`src/rtl/sss_re_mapper_if.sv`:
```
// Streaming I/Q sample bus from the SSS resource-element mapper to the grid writer.
// Carries one BPSK sample per subcarrier; the master drives data, the slave drives ready.
interface sss_re_mapper_if #(
    parameter int IQ_W = 16
);
    logic                   m_valid;
    logic                   m_ready;
    logic signed [IQ_W-1:0] m_i;
    logic signed [IQ_W-1:0] m_q;
    logic [6:0]             m_sc_idx;
    logic                   m_last;

    modport master (
        output m_valid, m_i, m_q, m_sc_idx, m_last,
        input  m_ready
    );

    modport slave (
        input  m_valid, m_i, m_q, m_sc_idx, m_last,
        output m_ready
    );
endinterface

```
`src/rtl/sss_re_mapper.sv`:
```
// SSS resource-element mapper: latches the 62 SSS bits and streams a guarded BPSK burst.
// Define SSS_DC_INSERT_EN to insert a DC zero after data subcarrier 30 (73-sample burst).
module sss_re_mapper #(
    parameter int IQ_W  = 16,
    parameter int AMP   = 11585,
    parameter int GUARD = 5
) (
    input  logic                 clk,
    input  logic                 reset,
    input  logic [61:0]          sss_in,
    input  logic                 start,
    output logic                 busy,
    output logic                 done,
    sss_re_mapper_if.master      m
);
`ifdef SSS_DC_INSERT_EN
    localparam int DC_EN = 1;
`else
    localparam int DC_EN = 0;
`endif
    localparam int DATA_N   = 62 + DC_EN;
    localparam int DC_IDX   = GUARD + 31;
    localparam int LAST_IDX = 2 * GUARD + DATA_N - 1;

    typedef enum logic [1:0] {IDLE, LEAD, DATA, TRAIL} state_t;

    state_t      state, state_nxt;
    logic [6:0]  sc_cnt;
    logic [61:0] shadow;
    logic        hs;
    logic        accept;
    logic        at_last;
    logic        is_dc;

    function automatic logic signed [IQ_W-1:0] bpsk_map(input logic b);
        logic signed [IQ_W-1:0] amp;
        amp = IQ_W'(AMP);
        return b ? -amp : amp;
    endfunction

    // Subcarrier index to SSS bit; subcarriers past the DC slot shift down by one.
    function automatic logic data_bit(input logic [61:0] v, input logic [6:0] idx);
        logic [6:0] k;
        k = idx - 7'(GUARD);
        if (DC_EN != 0 && idx > 7'(DC_IDX)) begin
            k = k - 7'd1;
        end
        return v[k[5:0]];
    endfunction

    assign accept     = (state == IDLE) && start;
    assign hs         = m.m_valid && m.m_ready;
    assign at_last    = (sc_cnt == 7'(LAST_IDX));
    assign is_dc      = (DC_EN != 0) && (sc_cnt == 7'(DC_IDX));
    assign m.m_sc_idx = sc_cnt;
    assign m.m_q      = '0;

    always_ff @(posedge clk) begin
        if (reset) begin
            state <= IDLE;
        end else begin
            state <= state_nxt;
        end
    end

    always_comb begin
        state_nxt = state;
        case (state)
            IDLE:    if (start) state_nxt = LEAD;
            LEAD:    if (hs && sc_cnt == 7'(GUARD - 1)) state_nxt = DATA;
            DATA:    if (hs && sc_cnt == 7'(GUARD + DATA_N - 1)) state_nxt = TRAIL;
            TRAIL:   if (hs && at_last) state_nxt = IDLE;
            default: state_nxt = IDLE;
        endcase
    end

    always_comb begin
        m.m_valid = 1'b0;
        m.m_i     = '0;
        m.m_last  = 1'b0;
        busy      = 1'b0;
        case (state)
            LEAD, TRAIL: begin
                m.m_valid = 1'b1;
                busy      = 1'b1;
                m.m_last  = (state == TRAIL) && at_last;
            end
            DATA: begin
                m.m_valid = 1'b1;
                busy      = 1'b1;
                if (!is_dc) begin
                    m.m_i = bpsk_map(data_bit(shadow, sc_cnt));
                end
            end
            default: ;
        endcase
    end

    // Counter only moves on a handshake, so a stalled sample holds all its fields.
    always_ff @(posedge clk) begin
        if (reset) begin
            sc_cnt <= '0;
            shadow <= '0;
            done   <= 1'b0;
        end else begin
            done <= hs && at_last && (state == TRAIL);
            if (accept) begin
                shadow <= sss_in;
                sc_cnt <= '0;
            end else if (hs) begin
                sc_cnt <= at_last ? 7'd0 : sc_cnt + 7'd1;
            end
        end
    end
endmodule

```
`src/flat_wrapper.sv`:
```
// flat-port wrapper written by rule: the top's interface ports become plain ports
module sss_re_mapper_flat 
#(
    parameter int IQ_W  = 16,
    parameter int AMP   = 11585,
    parameter int GUARD = 5
)
  (clk, reset, sss_in, start, busy, done, m_m_valid, m_m_i, m_m_q, m_m_sc_idx, m_m_last, m_m_ready);
  sss_re_mapper_if #(.IQ_W(IQ_W)) m_i ();
  input  logic clk;
  input  logic reset;
  input  logic [61:0] sss_in;
  input  logic start;
  output logic busy;
  output logic done;
  output wire logic [$bits(m_i.m_valid)-1:0] m_m_valid;
  output wire logic [$bits(m_i.m_i)-1:0] m_m_i;
  output wire logic [$bits(m_i.m_q)-1:0] m_m_q;
  output wire logic [$bits(m_i.m_sc_idx)-1:0] m_m_sc_idx;
  output wire logic [$bits(m_i.m_last)-1:0] m_m_last;
  input wire logic [$bits(m_i.m_ready)-1:0] m_m_ready;
  assign m_m_valid = m_i.m_valid;
  assign m_m_i = m_i.m_i;
  assign m_m_q = m_i.m_q;
  assign m_m_sc_idx = m_i.m_sc_idx;
  assign m_m_last = m_i.m_last;
  assign m_i.m_ready = m_m_ready;
  sss_re_mapper #(.IQ_W(IQ_W), .AMP(AMP), .GUARD(GUARD)) u_core (.clk(clk), .reset(reset), .sss_in(sss_in), .start(start), .busy(busy), .done(done), .m(m_i));
endmodule
```
`config.mk`:
```
export PLATFORM = sky130hd
export DESIGN_NAME = sss_re_mapper_flat
export DESIGN_NICKNAME = d
export VERILOG_FILES = /design/src/rtl/sss_re_mapper_if.sv /design/src/rtl/sss_re_mapper.sv /design/src/flat_wrapper.sv
export SDC_FILE = /design/constraint.sdc
export NUM_CORES = 1
export LEC_CHECK = 0
export ABC_CLOCK_PERIOD_IN_PS = 5100
export CORE_AREA = 4 4 119 121
export DETAILED_ROUTE_END_ITERATION = 10
export DIE_AREA = 0 0 123 125
export PLACE_DENSITY_LB_ADDON = 0.08
export SYNTH_ARGS = -nofsm -noshare
export SYNTH_HDL_FRONTEND = slang
export SYNTH_SLANG_ARGS = --single-unit
```
`constraint.sdc`:
```
create_clock -name clk -period 5.1 [get_ports clk]
set_clock_uncertainty 0.05 [all_clocks]
set_input_delay 1.02 -clock clk [delete_from_list [all_inputs] [get_ports clk]]
set_output_delay 1.02 -clock clk [all_outputs]
set_load 0.05 [all_outputs]
```
==> run metrics, run 1 <==
Slew Limit Headroom=0.2261; clk buf depth=2; HP Class=reg2reg; Clock power frac=0.300; met1 Resource Use GR=0.1596; number of buffers created by CTS=9; standard-cell rows=42; largest net degree at the start of global routing=66; slew at the pin closest to its max-slew limit=1157 ps; worst slack, placed=790.8 ps; Root Buffer=clkbuf_16; r2r endpoint=u_core.state[0]; wirelength, routed=9244 microns; Setup Buffers After CTS=0; die width=123 microns; commonest non-fill, non-tap cell in the layout=nand2_1; Final setup viols=0; final setup margin=518.1 ps; sequential area share after synthesis=0.4031; hold buffers post-CTS=0; number of synthesized flops with an enable pin=0; core area=13090 sq um; Slowest cell on crit path=o22ai_2; Yosys warning total=0; Pins Over Slew Limit=0; met3 Use GR=0.02755; hold path cells=2; post-route ant nets=0; Cells after DPL=655; busiest grt layer=met2; drt first pass iters=4; post-cts sizing count=0; fraction of layout cells with a size suffix above 1=0.1111; die height=125 microns; fmax=218.2 MHz; PwrDens=456.7 nW/um^2; initial antenna violation count=0; Pwr Total=2.250 mW; Synth Instances=428; Fillers=1332; clk sinks=72; clock latency on the worst-skew pair=320 ps; Total GRT Usage=0.1235; number of global-route vias before repair=3008; Sw Ratio=0.3611; layout overhead on the synthesized area=37.79%; CP required=4030 ps; placer congestion estimate=0.7480; Comb power frac=0.381; Critical Path Fanout Max=17; leading cell types in the layout, fill and taps excluded=nand2_1, clkdlybuf4s50_1, dfxtp_1; crit share post-route=0.8984; #FFs+latches synth=72; CP max stage delay=940 ps; Top delay family on crit path=compound AO/OA/AOI/OAI gates; FF-to-FF Start=u_core.state[0]; maximum VDD drop=202.1 uV; Post-synth top flop=dfxtp_1; IO Pins=109; H-tree depth=3; Crit. End Element=output port; Clock transition at path regs=60 ps; total leakage power=1.859 nW; status=finished clean; Async SR Flop Fraction=0; Setup TNS Final=0 ps; sw power=0.8127 mW; R2R setup slack=2860 ps; Final #Nets=565; RSZ-0062 raised after global routing=no; hpwl dp=6849 microns; grt met2 use=0.2042; worst hold start=u_core.shadow[59]; vias per cell=4.416; wire length of the first global-routing pass=15040 microns; Setup crit start kind=flip-flop; min Tclk post-route=4582 ps; max-cap viol count=0; count of final hold-check violations=0; WHS Endpoint=u_core.shadow[59]; cell breakdown of the critical path=inv_1 > ha_1 > mux4_2 > mux2i_1 > mux2i_1 > o211ai_1 > o22ai_2 > buf_12; DRC Markers=0; aggregate global routing overflow=0; Die ar.=15380 sq um; Mean Syn Cell Area=8.355 sq um; WP data arrival=3510 ps; CTS tree=yes; Starting Density=0.2733; via count=2963; Non-Filler Instances=671; Power Internal=1.438 mW; most frequent CP cell=mux2i_1; final hold slack=401.7 ps; Worst Path Buf+Inv=2; Avg WL per Cell=13.78 microns; Netlist cell types=38; Reg power frac=0.319; number of port buffers=92; initial DRC count=147; Cell Area, Synth=3576 sq um; number of antenna diodes=0; Worst R2R Path Depth=8; CP Class=reg2out
## power by group through the flow
stage	combinational (mW)	sequential, mW	clock [mW]
6_report	0.857	0.718	0.675
5_1_grt	0.945	0.731	0.721
4_1_cts	0.876	0.720	0.696
3_5_place_dp	0.877	0.732	0
3_3_place_gp	0.868	0.735	0
2_1_floorplan	0.633	0.719	0
## Yosys cell counts (2+ instances only)
library cell,instances,area (sq um)
nor2_1,10,37.54
nor3_1,5,25.02
nand4_1,3,18.77
buf_4,30,225.2
buf_2,2,10.01
ha_1,9,112.6
mux2i_1,6,60.06
a22o_1,2,17.52
mux2_2,2,22.52
and2_1,3,18.77
dfxtp_1,72,1441
clkbuf_1,21,78.83
mux4_2,15,337.8
nand2_1,131,491.7
and3b_1,2,17.52
nand3_1,7,35.03
nor2b_1,5,31.28
xnor2_1,5,43.79
inv_1,6,22.52
o21ai_0,4,20.02
xor2_1,4,35.03
and3_1,3,18.77
buf_1,4,15.01
a21oi_1,63,315.3
## registers in the layout, summed over array words and instances, names as in the netlist
register / count
u_core.state: 2
u_core.m.m_sc_idx: 7
u_core.shadow: 62
u_core.done: 1
## per-stage QoR
stage                 util  cell area, sq um
floorplan                -              3638
global placement    0.3521              4607
detailed placement  0.3521              4607
CTS                 0.3766              4927
global route        0.3766              4927
finish              0.3766              4927
## final cells by class
cell class,count,area (sq um),share of cell area
multi-input combinational,307,1842,0.3738
sequential,72,1441,0.2925
inverter,6,22.52,0.004571
tap,176,220.2,0.04469
clock inverter,7,95.09,0.01930
clock buffer,9,225.2,0.04571
timing repair buffer,94,1081,0.2194
## kinds of logic (layout without fill, tap and decap cells)
logic type / Yosys count / after routing / synth area share
AO/OA/AOI/OAI: 76 / 76 / 0.1141
buffers and inverters: 64 / 116 / 0.1004
adder cells (fa/ha/maj): 9 / 9 / 0.03149
other: 1 / 16 / 0.001049
multiplexers: 23 / 23 / 0.1176
AND/OR/NAND/NOR: 173 / 173 / 0.2026
XOR/XNOR: 10 / 10 / 0.02974
flip-flops: 72 / 72 / 0.4031
## metal layers
layer / part of all wire / wire, microns
met1: 0.45 / 4166
met5: 0 / 0
met3: 0.048 / 444
met4: 0.012 / 113
met2: 0.49 / 4519
## worst min-delay path: stages, from the launching register on
cell     delay (ps)
dfxtp_1         300
nand2_1          50
a21oi_1          50
## how the worst max path moves through the flow
stage,from,end,cells after the start
after floorplan,u_core.m.m_sc_idx[0],m_m_i[10],11
after global placement,u_core.m.m_sc_idx[1],m_m_i[4],8
after detailed placement,u_core.m.m_sc_idx[1],m_m_i[15],8
after CTS,u_core.m.m_sc_idx[1],m_m_i[15],8
after global routing,u_core.m.m_sc_idx[1],m_m_i[4],8
final,u_core.m.m_sc_idx[1],m_m_i[15],8
No activity file was read; power rests on OpenSTA's default activity.
==> run 2: changes to the inputs <==
Settings changed: SLEW_MARGIN set to 5.
==> results of run 2 <==
Same layout as run 1: the final DEF is identical, and so are final timing and power.
